File: config.mk
export PLATFORM = sky130hd
export DESIGN_NAME = sequence_detector_shiftreg_param
export DESIGN_NICKNAME = d
export VERILOG_FILES = /design/src/rtl/seq_det_pkg.sv /design/src/rtl/seq_det_sat_counter.sv /design/src/rtl/sequence_detector_shiftreg_param.sv
export SDC_FILE = /design/constraint.sdc
export NUM_CORES = 1
export LEC_CHECK = 0
export CAP_MARGIN = 20
export CORE_MARGIN = 2
export CORE_UTILIZATION = 50
export DETAILED_ROUTE_END_ITERATION = 7
export MAX_ROUTING_LAYER = met4
export PLACE_DENSITY = 0.78
export SYNTH_ARGS = -nofsm -noshare
export SYNTH_HDL_FRONTEND = slang
export SYNTH_SLANG_ARGS = --single-unit
File: constraint.sdc
create_clock -name i_clk -period 4.18 [get_ports i_clk]
set_clock_uncertainty 0.05 [all_clocks]
set_input_delay 0.836 -clock i_clk [delete_from_list [all_inputs] [get_ports i_clk]]
set_output_delay 0.836 -clock i_clk [all_outputs]
set_load 0.05 [all_outputs]
File: src/rtl/seq_det_pkg.sv
// Shared constants and the masked compare used by the serial pattern detector.
package seq_det_pkg;

    localparam int            SEQ_DEFAULT_WIDTH     = 6;
    localparam int            SEQ_DEFAULT_CNT_WIDTH = 16;
    localparam int            SEQ_MAX_WIDTH         = 64;
    localparam logic [5:0]    SEQ_DEFAULT_PATTERN   = 6'b101001;

    // Operands are zero-extended to SEQ_MAX_WIDTH, so unused upper bits never mismatch.
    function automatic logic seq_masked_match(
        input logic [SEQ_MAX_WIDTH-1:0] sr,
        input logic [SEQ_MAX_WIDTH-1:0] pattern,
        input logic [SEQ_MAX_WIDTH-1:0] mask
    );
        return ((sr ^ pattern) & mask) == '0;
    endfunction

endpackage

File: src/rtl/seq_det_sat_counter.sv
// Saturating match counter with a sticky flag that is set when the count reaches all-ones.
module seq_det_sat_counter #(
    parameter int CNT_WIDTH = 16
) (
    input  logic                 i_clk,
    input  logic                 i_resetn,
    input  logic                 i_inc,
    input  logic                 i_clr,
    output logic [CNT_WIDTH-1:0] o_cnt,
    output logic                 o_sat
);

    localparam logic [CNT_WIDTH-1:0] CNT_MAX = '1;

    logic [CNT_WIDTH-1:0] r_cnt;
    logic                 r_sat;

    always_ff @(posedge i_clk) begin
        if (!i_resetn) begin
            r_cnt <= '0;
            r_sat <= 1'b0;
        end else if (i_clr) begin
            // A clear that coincides with an increment wins.
            r_cnt <= '0;
            r_sat <= 1'b0;
        end else if (i_inc && (r_cnt != CNT_MAX)) begin
            r_cnt <= r_cnt + CNT_WIDTH'(1);
            if (r_cnt == CNT_MAX - CNT_WIDTH'(1)) begin
                r_sat <= 1'b1;
            end
        end
    end

    assign o_cnt = r_cnt;
    assign o_sat = r_sat;

endmodule

File: src/rtl/sequence_detector_shiftreg_param.sv
// Programmable serial pattern detector: shift register with fill tracking, masked compare,
// overlap control and a saturating hit counter.
module sequence_detector_shiftreg_param
    import seq_det_pkg::*;
#(
    parameter int               WIDTH           = SEQ_DEFAULT_WIDTH,
    parameter logic [WIDTH-1:0] DEFAULT_PATTERN = WIDTH'(SEQ_DEFAULT_PATTERN),
    parameter int               CNT_WIDTH       = SEQ_DEFAULT_CNT_WIDTH
) (
    input  logic                 i_clk,
    input  logic                 i_resetn,
    input  logic                 i_data,
    input  logic                 i_valid,
    input  logic                 i_cfg_load,
    input  logic [WIDTH-1:0]     i_pattern,
    input  logic [WIDTH-1:0]     i_mask,
    input  logic                 i_overlap,
    input  logic                 i_clear_cnt,
    output logic                 o_pattern_found,
    output logic [CNT_WIDTH-1:0] o_match_cnt,
    output logic                 o_cnt_sat
);

    localparam int               FILL_W    = $clog2(WIDTH + 1);
    localparam logic [FILL_W-1:0] FILL_FULL = FILL_W'(WIDTH);

    logic [WIDTH-1:0]  r_sr;
    logic [FILL_W-1:0] r_fill;
    logic [WIDTH-1:0]  r_pattern;
    logic [WIDTH-1:0]  r_mask;
    logic              r_found;

    logic [WIDTH-1:0]  w_sr_next;
    logic [FILL_W-1:0] w_fill_next;
    logic              w_match;

    always_comb begin
        w_sr_next   = r_sr;
        w_fill_next = r_fill;
        if (i_valid) begin
            w_sr_next   = {r_sr[WIDTH-2:0], i_data};
            w_fill_next = (r_fill == FILL_FULL) ? FILL_FULL : r_fill + FILL_W'(1);
        end
    end

    // Compare against the history as it will be after this edge.
    assign w_match = i_valid && !i_cfg_load && (w_fill_next == FILL_FULL) &&
                     seq_masked_match(SEQ_MAX_WIDTH'(w_sr_next),
                                      SEQ_MAX_WIDTH'(r_pattern),
                                      SEQ_MAX_WIDTH'(r_mask));

    always_ff @(posedge i_clk) begin
        if (!i_resetn) begin
            r_sr      <= '0;
            r_fill    <= '0;
            r_pattern <= DEFAULT_PATTERN;
            r_mask    <= '1;
            r_found   <= 1'b0;
        end else if (i_cfg_load) begin
            r_sr      <= '0;
            r_fill    <= '0;
            r_pattern <= i_pattern;
            r_mask    <= i_mask;
            r_found   <= 1'b0;
        end else begin
            r_sr    <= w_sr_next;
            r_fill  <= (w_match && !i_overlap) ? '0 : w_fill_next;
            r_found <= w_match;
        end
    end

    seq_det_sat_counter #(
        .CNT_WIDTH (CNT_WIDTH)
    ) u_sat_counter (
        .i_clk    (i_clk),
        .i_resetn (i_resetn),
        .i_inc    (w_match),
        .i_clr    (i_clear_cnt),
        .o_cnt    (o_match_cnt),
        .o_sat    (o_cnt_sat)
    );

    assign o_pattern_found = r_found;

endmodule

==> results.md <==
- Number of placed I/O pins: 37
- HPWL after DPL: 2680 um
- Signed area change from the synthesized netlist to the final layout: 28.1%
- Outcome: finished, final reports clean
- Total buffers and inverters traversed by the critical path: 2
- DRC violations left: 0
- Total chip power: 0.000733 W
- Min cycle time layout: 3320 ps
- Hold crit path type: flip-flop to flip-flop
- Final Setup Violations: 0
- Internal: 0.000566 W
- Cell occurring most often along the worst timing path: sky130_fd_sc_hd__mux2i_1
- Startpoint of the most critical register-to-register path: r_fill[1]$_SDFF_PP0_
- Adder-cell share of the synthesized area: 2.72%
- Final hold violation count: 0
- Largest area contributor in the synthesized netlist: sky130_fd_sc_hd__dfxtp_1
- Antenna diode instance count: 0
- Clock transition at the registers of the reported paths: 70 ps
- CTS root buf: sky130_fd_sc_hd__clkbuf_8
- Gates resized, CTS repair: 0
- Leakage power figure: 0.920 nW
- Number of buffers inserted by port buffering: 36
- Final routed wirelength across all metal layers: 3700 um
- Antenna-violating nets left: 0
- Post-detailed-route wirelength per cell: 12.8 um
- Placeable Area: 3610 um^2
- CP Launch Point: i_valid
- Number of buffers inserted to repair setup after CTS: 0
- Largest net degree at the start of global routing: 16
- Clock share of power: 38.1%
- Number of sinks handled by clock tree synthesis: 39
- Largest family of logic cells by synthesized area: simple AND/OR/NAND/NOR gates
- Total negative slack for setup checks: 0 ps
- Period Utilization, post-route: 79.4%
- Effective utilization at floorplan: 51.0%
- 1st-iter DRT viols: 77
- Arrival time of the worst setup path: 3490 ps
- Syn Std Cell Area: 1840 um^2
- Filler Cell Count: 308
- Nets in the synthesized netlist: 224
- Via count of the first global-routing pass: 1383
- Net count, final: 263
- Area of all placed cells without fillers: 2350 um^2
- Number of placement rows: 22
- GR Util All Layers: 20.5%
- Multiplexer fraction of the synthesized cell area: 14.2%
- Remaining Overflow, GRT: 0
- Series of cell instances along the critical path: clkdlybuf4s50_1, mux2i_1, xnor2_1, a2111oi_4, buf_4, nand2_1, nor4_1, mux2i_1
- Reg2Reg Setup Slack: 1680 ps
- Max cap viols: 0
- Number of warnings issued by yosys: 0
- Synthesized netlist cell count: 201
- Area of placed instances: 2250 um^2
- Number of cells on the critical path: 8
- Cells taking the most area after synthesis: sky130_fd_sc_hd__dfxtp_1 42%, sky130_fd_sc_hd__mux2i_1 14%, sky130_fd_sc_hd__nor2_1 4.7%
- Highest cell delay on the worst timing path: 800 ps
- Number of cell instances on the worst register-to-register path: 8
- Sequential share of power: 52.6%
- Reg-to-reg endpoint: u_sat_counter.o_cnt[14]$_SDFFE_PP0P_
- Clock latency on the worst-skew pair: 290 ps
- Top cell type's share of synthesized area: 42.5%
- Power dissipated by switching net loads: 0.000167 W
- Chip Width: 64.6 um
- Antenna violations before repair: 0
- Relative contribution of combinational cells to total power: 9.3%
- Layout cell share with drive strength beyond 1: 6.22%
- Capturing element type of the critical path: flip-flop
- Hold-fix buffers at CTS: 0
- Last weighted congestion value of the routability-driven placer: 0.857
- First-pass GRT wire length: 6320 um
- Slowest stage cell on the critical path: sky130_fd_sc_hd__clkdlybuf4s50_1
- F_max: 301 MHz
- Fraction of the mapped netlist area in simple logic gates: 26.3%
- Headroom to the max-slew limit: 64.8%
- Die Outline Area: 4180 um^2
- Top flip-flop cell by instance count after synthesis: sky130_fd_sc_hd__dfxtp_1
- Timing endpoint of the critical path: u_sat_counter.o_cnt[14]$_SDFFE_PP0P_
- Area fraction in compound gates after synthesis: 6.40%
- Slew Limit Fails: 0
- Post-Syn Area per Cell: 9.14 um^2
- Type of the worst setup path: input port to flip-flop
- Clock Path Buffers: 2
- Transition time at the pin with the least slew margin: 527 ps
- Count of non-filler cells in the finished layout: 289
- Number of storage elements in the synthesis netlist: 39
- Via count: 1496
- Kind of start point of the critical path: input port
- Number of CTS-inserted buffers: 5
- Yosys cell types: 37
- Vias per cell: 5.18
- Highest fanout seen on the critical path: 13
- H-tree depth reported by CTS: 2
- Number of synthesized flops with an enable pin: 0
- Top Family by Delay on Critical Path: buffers and inverters
- Net switching fraction of the power: 22.8%
- Largest vdd supply drop: 185 uV
- Post-synth ARST share: 0%
- First-pass iteration count of the detailed router: 4
- CTS tree: done
- Share of the yosys chip area belonging to registers: 42.5%
- Synth Area in XOR/XNOR: 5.24%
- Setup repair after global routing missed its margin: no
- Height of the die: 64.6 um
- Number of cells in the design after placement: 281
- Worst path required time: 4350 ps
- Total power per unit cell area: 311 nW/um^2
[power groups by stage]
stage          sequential, W  combinational [W]  clock [W]
6_report            0.000385          0.0000682   0.000280
5_1_grt             0.000386          0.0000753   0.000305
4_1_cts             0.000385          0.0000687   0.000286
3_3_place_gp        0.000394          0.0000670          0
2_1_floorplan       0.000392          0.0000412          0
3_5_place_dp        0.000394          0.0000683          0
[stage by stage]
step / hold WS [ps] / utilization, % / worst slack [ps]
final: 424 / 65.3 / 862
after global routing: 457 / 65.3 / 667
after CTS: 432 / 65.3 / 863
after detailed placement: 402 / 62.5 / 562
after global placement: 409 / 62.5 / 706
after floorplan: 406 / - / 1700
[state kept, by name, summed over array words and instances, names as in the netlist]
register and count:
u_sat_counter.o_cnt 16, r_mask 6, r_fill 3, o_pattern_found 1, u_sat_counter.o_sat 1, r_sr 6
r_pattern 6
[cell type report]
type / instances / area (um^2) / share of cell area (%)
Clock buffer: 8 / 100 / 4.25
Inverter: 4 / 15.0 / 0.638
Multi-Input combinational cell: 150 / 1010 / 42.8
Sequential cell: 39 / 781 / 33.2
Tap cell: 48 / 60.1 / 2.55
Timing Repair Buffer: 40 / 390 / 16.6
[kinds of logic (layout without fill, tap and decap cells)]
logic type | Yosys count | in the layout
AND/OR/NAND/NOR | 94 | 94
flip-flops | 39 | 39
multiplexers | 26 | 26
AO/OA/AOI/OAI | 15 | 15
buffers and inverters | 12 | 52
XOR/XNOR | 11 | 11
adder cells (fa/ha/maj) | 4 | 4
[how the worst min path moves through the flow]
stage | startpoint | endpoint | slack (ps) | cells after the start
after global placement | u_sat_counter.o_sat$_SDFFE_PP0P_ | u_sat_counter.o_sat$_SDFFE_PP0P_ | 410 | 1
after CTS | u_sat_counter.o_sat$_SDFFE_PP0P_ | u_sat_counter.o_sat$_SDFFE_PP0P_ | 430 | 1
final | u_sat_counter.o_sat$_SDFFE_PP0P_ | u_sat_counter.o_sat$_SDFFE_PP0P_ | 420 | 1
after detailed placement | u_sat_counter.o_sat$_SDFFE_PP0P_ | u_sat_counter.o_sat$_SDFFE_PP0P_ | 400 | 1
after floorplan | r_pattern[0]$_SDFFE_PN1P_ | r_pattern[0]$_SDFFE_PN1P_ | 410 | 2
after global routing | u_sat_counter.o_sat$_SDFFE_PP0P_ | u_sat_counter.o_sat$_SDFFE_PP0P_ | 460 | 1
[Yosys cell counts, drive strengths merged (3+ instances only)]
library cell  instances
and3                  3
nor4                  3
nor3                  3
xor2                  8
mux2i                25
xnor2                 3
clkbuf                4
nand3                 6
nor2                 23
and2                  4
buf                   4
nand2b                9
nand2                22
nand4                 9
nor2b                 5
a21oi                 4
o21ai                 3
ha                    4
inv                   4
dfxtp                39
[placed cells by master, fill, tap and decap left out, types with 2 or more instances in the layout]
master	count
sky130_fd_sc_hd__ha_1	4
sky130_fd_sc_hd__nor3_1	3
sky130_fd_sc_hd__nand3_1	6
sky130_fd_sc_hd__a21oi_1	4
sky130_fd_sc_hd__and2_1	4
sky130_fd_sc_hd__dfxtp_1	39
sky130_fd_sc_hd__mux2i_1	25
sky130_fd_sc_hd__clkdlybuf4s50_1	36
sky130_fd_sc_hd__nor2b_1	5
sky130_fd_sc_hd__xnor2_1	3
sky130_fd_sc_hd__inv_1	4
sky130_fd_sc_hd__nor4_1	2
sky130_fd_sc_hd__o21ai_0	3
sky130_fd_sc_hd__nor2_1	23
sky130_fd_sc_hd__clkbuf_8	7
sky130_fd_sc_hd__or3_1	2
sky130_fd_sc_hd__nand4_1	9
sky130_fd_sc_hd__xor2_1	8
sky130_fd_sc_hd__nand2_1	22
sky130_fd_sc_hd__nand2b_1	9
sky130_fd_sc_hd__and3_1	3
sky130_fd_sc_hd__buf_4	4
[per-layer routing]
metal / track usage (%) / vias to the layer above / share of wire (%)
met4: 12.2 / 0 / 3.0
met5: - / - / 0
met2: 30.6 / 38 / 44
met1: 25.7 / 671 / 48
met3: 4.17 / 10 / 4.5
li1: - / 777 / -
Note: power is estimated with default switching activity, not from simulation.
